--- config.mk ---
export PLATFORM = sky130hd
export DESIGN_NAME = axis_video_pattern_gen
export DESIGN_NICKNAME = d
export VERILOG_FILES = /design/src/rtl/axis_video_pattern_gen.sv
export SDC_FILE = /design/constraint.sdc
export NUM_CORES = 1
export LEC_CHECK = 0
export ABC_AREA = 1
export BUFFER_PORTS_ARGS = -buffer_cell sky130_fd_sc_hd__buf_2
export CAP_MARGIN = 5
export CORE_MARGIN = 1
export CORE_UTILIZATION = 29
export DETAILED_ROUTE_END_ITERATION = 8
export HOLD_SLACK_MARGIN = 0.06
export PLACE_DENSITY_LB_ADDON = 0.05
export SETUP_SLACK_MARGIN = 0.3
export SLEW_MARGIN = 10
export SYNTH_ARGS = -nofsm -noshare
export SYNTH_HDL_FRONTEND = slang
export SYNTH_SLANG_ARGS = --single-unit
export TNS_END_PERCENT = 100
--- constraint.sdc ---
create_clock -name clk -period 2.1 [get_ports clk]
set_input_delay 0.315 -clock clk [delete_from_list [all_inputs] [get_ports clk]]
set_output_delay 0.315 -clock clk [all_outputs]
set_load 0.005 [all_outputs]
--- src/rtl/axis_video_pattern_gen.sv ---
// axis_video_pattern_gen
//   AXI4-Stream synthetic RGB frame source. Walks an x/y raster and emits one
//   pixel per accepted beat; tuser marks (0,0), tlast marks the end of a line.
//   Pattern is latched at frame start, so mid-frame pattern_sel changes only
//   affect the next frame. Frames are never truncated by enable dropping.
//
//   Optional build macro PATGEN_LINE_GAP_EN: inserts LINE_GAP idle cycles
//   (tvalid=0) after every accepted tlast beat, including at frame end.
//
// Ports
//   clk, rst_n        clock, asynchronous active-low reset
//   enable            start / continue frame generation
//   pattern_sel[1:0]  0 solid ch0, 1 h-ramp, 2 v-ramp, 3 8x8 checkerboard
//   m_axis_*          AXI4-Stream master (tdata = {ch2,ch1,ch0})
//   frame_done        1-cycle pulse after the final beat of a frame is taken
//   frame_cnt[15:0]   completed frame count, wraps
module axis_video_pattern_gen #(
  parameter int PXL_D_WIDTH = 8,
  parameter int H_ACTIVE    = 640,
  parameter int V_ACTIVE    = 480,
  parameter int LINE_GAP    = 4
) (
  input  logic                       clk,
  input  logic                       rst_n,
  input  logic                       enable,
  input  logic [1:0]                 pattern_sel,
  output logic [3*PXL_D_WIDTH-1:0]   m_axis_tdata,
  output logic                       m_axis_tvalid,
  output logic                       m_axis_tuser,
  output logic                       m_axis_tlast,
  input  logic                       m_axis_tready,
  output logic                       frame_done,
  output logic [15:0]                frame_cnt
);

  localparam int XW = $clog2(H_ACTIVE);
  localparam int YW = $clog2(V_ACTIVE);

  if (H_ACTIVE < 2 || V_ACTIVE < 2 || LINE_GAP < 1 ||
      PXL_D_WIDTH < 1 || PXL_D_WIDTH > 32) begin : g_param_check
    $error("axis_video_pattern_gen: illegal parameter value");
  end

  typedef enum logic [1:0] {IDLE, ACTIVE, GAP} state_t;

  state_t          state;
  logic [XW-1:0]   x;
  logic [YW-1:0]   y;
  logic [1:0]      pat;
  logic            x_last, y_last;

`ifdef PATGEN_LINE_GAP_EN
  localparam int GW = $clog2(LINE_GAP + 1);
  logic [GW-1:0]   gap_cnt;
  logic            frame_end;   // the gap being served follows the last line
`endif

  assign x_last = (x == XW'(H_ACTIVE - 1));
  assign y_last = (y == YW'(V_ACTIVE - 1));

  always_ff @(posedge clk or negedge rst_n) begin
    if (!rst_n) begin
      state      <= IDLE;
      x          <= '0;
      y          <= '0;
      pat        <= '0;
      frame_done <= 1'b0;
      frame_cnt  <= '0;
`ifdef PATGEN_LINE_GAP_EN
      gap_cnt    <= '0;
      frame_end  <= 1'b0;
`endif
    end else begin
      frame_done <= 1'b0;
      case (state)
        IDLE: if (enable) begin
          pat   <= pattern_sel;
          x     <= '0;
          y     <= '0;
          state <= ACTIVE;
        end
        // tvalid is constantly high here, so tready alone means acceptance
        ACTIVE: if (m_axis_tready) begin
          if (x_last) begin
            x <= '0;
            y <= y_last ? '0 : y + 1'b1;
            if (y_last) begin
              frame_cnt  <= frame_cnt + 16'd1;
              frame_done <= 1'b1;
            end
`ifdef PATGEN_LINE_GAP_EN
            frame_end <= y_last;
            gap_cnt   <= '0;
            state     <= GAP;
`else
            if (y_last) begin
              if (enable) pat   <= pattern_sel;  // back-to-back frame
              else        state <= IDLE;
            end
`endif
          end else begin
            x <= x + 1'b1;
          end
        end
`ifdef PATGEN_LINE_GAP_EN
        // enable / pattern are sampled at the end of the frame-end gap
        GAP: if (gap_cnt == GW'(LINE_GAP - 1)) begin
          if (!frame_end) begin
            state <= ACTIVE;
          end else if (enable) begin
            pat   <= pattern_sel;
            state <= ACTIVE;
          end else begin
            state <= IDLE;
          end
        end else begin
          gap_cnt <= gap_cnt + 1'b1;
        end
`endif
        default: state <= IDLE;
      endcase
    end
  end

  // Beat contents are pure functions of the registered raster position, so
  // they hold stable for free while the sink stalls.
  logic [PXL_D_WIDTH-1:0] gray;
  logic                   chk_bit;

  assign m_axis_tvalid = (state == ACTIVE);
  assign m_axis_tuser  = m_axis_tvalid && (x == '0) && (y == '0);
  assign m_axis_tlast  = m_axis_tvalid && x_last;
  // bit 3 via shift so narrow rasters (XW/YW <= 3) still elaborate
  assign chk_bit = 1'(32'(x) >> 3) ^ 1'(32'(y) >> 3);

  always_comb begin
    gray         = '0;
    m_axis_tdata = '0;
    case (pat)
      2'd1:    gray = PXL_D_WIDTH'(x);
      2'd2:    gray = PXL_D_WIDTH'(y);
      2'd3:    gray = chk_bit ? {PXL_D_WIDTH{1'b1}} : '0;
      default: gray = '0;
    endcase
    if (m_axis_tvalid) begin
      if (pat == 2'd0) m_axis_tdata = {{(2*PXL_D_WIDTH){1'b0}}, {PXL_D_WIDTH{1'b1}}};
      else             m_axis_tdata = {gray, gray, gray};
    end
  end

endmodule

==> flow_metrics.env <==
export IMPL_outcome="finished, final reports clean"
export IMPL_yosys_top_cells_area="dfrtp_1 (37%), nand2_1 (16%), nor2_1 (7.4%), inv_1 (5.4%), nand3_1 (4.7%)"
export IMPL_grt_pass1_wl_mm=12.28
export IMPL_clk_pin_slew_worst_paths_ps=90
export IMPL_timing_rr_end="frame_cnt[13]$_DFFE_PN0P_"
export IMPL_ys_seq_area_share_pct=37.00
export IMPL_synth_nets=383
export IMPL_slew_violations=0
export IMPL_p_clk_share_pct=33.2
export IMPL_dr_total_vias=2569
export IMPL_synthCells=372
export IMPL_cts_made_buffers=5
export IMPL_p_leak_nw=1.571
export IMPL_die_w_um=97.37
export IMPL_clock_path_buffers=2
export IMPL_stdcell_area_um2=3222
export IMPL_hp_class="in -> async"
export IMPL_wl_per_cell_um=13.50
export IMPL_ir_drop_mv=0.2889
export IMPL_switching_share_pct=31.71
export IMPL_synth_edf_count=0
export IMPL_clock_skew_ps=11.63
export IMPL_drive_above_1_share_pct=25.35
export IMPL_core_area_um2=8763
export IMPL_period_share_pct=85.73
export IMPL_reg2reg_depth=10
export IMPL_fmax_mhz=555.5
export IMPL_drt_iter0_drc=75
export IMPL_synth_cell_types=30
export IMPL_port_buffers=49
export IMPL_endpoint_kind="output port"
export IMPL_htree_levels=2
export IMPL_avgViaCountPerCell=4.775
export IMPL_combPwrFrac_pct=18.3
export IMPL_grt_pass1_vias=2462
export IMPL_avgSynthCellArea_um2=7.090
export IMPL_critPathLaunch="x[3]$_DFFE_PN0P_"
export IMPL_tightest_slew_ps=541.0
export IMPL_die_area_um2=9480
export IMPL_power_switching_uw=599.3
export IMPL_startpoint_type="register"
export IMPL_maxSlewHeadroom_pct=63.94
export IMPL_die_h_um=97.37
export IMPL_first_pass_iters=4
export IMPL_rsz0062_at_grt="true"
export IMPL_clock_latency_ps=290
export IMPL_ys_warn_count=0
export IMPL_start_util_pct=30.10
export IMPL_r2r_start="x[7]$_DFFE_PN0P_"
export IMPL_postRouteAntennaNets=0
export IMPL_wirelength_mm=7.261
export IMPL_io_pins=50
export IMPL_path_class="reg -> out"
export IMPL_cap_violations=0
export IMPL_drc=0
export IMPL_hold_viol=0
export IMPL_synth_async_sr_flop_share_pct=100.0
export IMPL_crit_path_end="m_axis_tdata[22]"
export IMPL_p_seq_share_pct=48.6
export IMPL_finalSetupTns_ps=0
export IMPL_antenna_found_initial=0
export IMPL_critPathMaxFanout=7
export IMPL_fin_nets=441
export IMPL_ys_ff_latch=39
export IMPL_dpl_hpwl_mm=5.478
export IMPL_crit_arrival_ps=1490
export IMPL_tritoncts="built"
export IMPL_synth_top_area_cell="dfrtp_1"
export IMPL_rows=34
export IMPL_place_area_um2=2953
export IMPL_power_density_nw_per_um2=586.7
export IMPL_crit_required_ps=1780
export IMPL_synth_top_area_share_pct=37.00
export IMPL_area_growth_pct=22.15
export IMPL_min_period_ps=1800
export IMPL_reg2reg_slack_ps=430
export IMPL_setup_viol=0
export IMPL_clock_sinks=39
export IMPL_internal_power_mw=1.291
export IMPL_ys_flop_type="dfrtp_1"
export IMPL_overflow=0
export IMPL_antennaDiodeCount=0
export IMPL_cts_hold_buf=0
export IMPL_gp_congestion=0.8207
export IMPL_syn_area_um2=2638
export IMPL_gr_usage_all_layers_pct=16.00
export IMPL_grt_max_degree=40
export IMPL_cts_root_buf="clkbuf_8"
[repair_timing]
item                       in CTS  in global routing
setup buffers                   6                  5
setup endpoints to repair      24                 43
pin swaps                       5                  9
hold endpoints to repair        0                  0
gates resized for setup        20                 13
[worst min path at each step]
stage	from	endpoint	slack (ps)	depth (start not counted)
6_report	rst_n	x[0]$_DFFE_PN0P_	90	2
5_1_grt	rst_n	x[2]$_DFFE_PN0P_	130	2
4_1_cts	rst_n	x[0]$_DFFE_PN0P_	110	2
3_5_place_dp	rst_n	x[0]$_DFFE_PN0P_	440	2
3_3_place_gp	rst_n	x[0]$_DFFE_PN0P_	430	2
2_1_floorplan	rst_n	frame_cnt[0]$_DFFE_PN0P_	20	0
[area by class of cell]
class                      count  area (um2)
inverter                      40       155.1
clock inverter                 1       30.03
timing repair buffer          63       354.1
fill                         966        5542
multi-input combinational    281        1490
sequential                    39       984.7
tap                          108       135.1
clock buffer                   6       72.57
[per-layer routing]
metal	track usage (%)	vias up	wire, um
met4	4.072	0	79
met5	0	-	0
li1	-	1310	-
met3	3.525	6	187
met2	25.07	40	3386
met1	22.27	1213	3607
[registers in the layout, summed over array words and instances (netlist names)]
signal / count
pat: 2
state: 1
frame_done: 1
frame_cnt: 16
x: 10
y: 9
[cells in the mapped netlist (all sizes together) (2+ instances only)]
cell,number
dfrtp,39
inv,38
nand3,28
clkinv,2
ha,5
nand4,14
nor3,5
o22ai,7
o21ai,20
xnor2,6
xor2,6
buf,11
nand2,116
nand3b,3
nor2,56
a21oi,13
[logic make-up after synthesis]
| family | Yosys count | synth area share (%) |
|---|---|---|
| AO/OA/AOI/OAI | 41 | 8.776 |
| XOR/XNOR | 12 | 3.985 |
| adder cells (fa/ha/maj) | 5 | 2.372 |
| buffers and inverters | 52 | 9.060 |
| flip-flops | 39 | 37.00 |
| AND/OR/NAND/NOR | 223 | 38.80 |
[critical path, stage by stage, from the launching register on]
cell     delay, ps
dfrtp_2        450
nand2_2         80
nand3_2         80
a21oi_4        220
nor2_1         100
nor2_1         130
buf_2          130
[power by group through the flow]
| stage | registers, mW | clock network [mW] | logic [mW] |
|---|---|---|---|
| 3_5_place_dp | 0.919 | 0 | 0.275 |
| 3_3_place_gp | 0.918 | 0 | 0.273 |
| 2_1_floorplan | 0.893 | 0 | 0.194 |
| 5_1_grt | 0.924 | 0.687 | 0.388 |
| 4_1_cts | 0.907 | 0.650 | 0.324 |
| 6_report | 0.918 | 0.627 | 0.345 |
[cell usage in the layout, fill, tap and decap left out, drive strengths merged, types with 7 or more instances in the layout]
cell and instances:
o21ai 20, nand3 28, a21oi 13, nand2 116
nor2 56, o22ai 7, inv 38, buf 63
nand4 14, dfrtp 39
[per-stage QoR]
stage / total power, mW / util, % / worst slack, ps / hold slack [ps] / cells
global placement: 1.191 / 33.70 / 352.1 / 431.5 / 520
floorplan: 1.087 / - / 489.3 / 19.41 / 372
detailed placement: 1.195 / 33.70 / 338.4 / 437.3 / 520
CTS: 1.882 / 36.09 / 296.9 / 111.4 / 533
global route: 2.000 / 36.76 / 180.3 / 126.4 / 538
finish: 1.890 / 36.76 / 299.7 / 85.93 / 538
No activity file was read; power rests on OpenSTA's default activity.
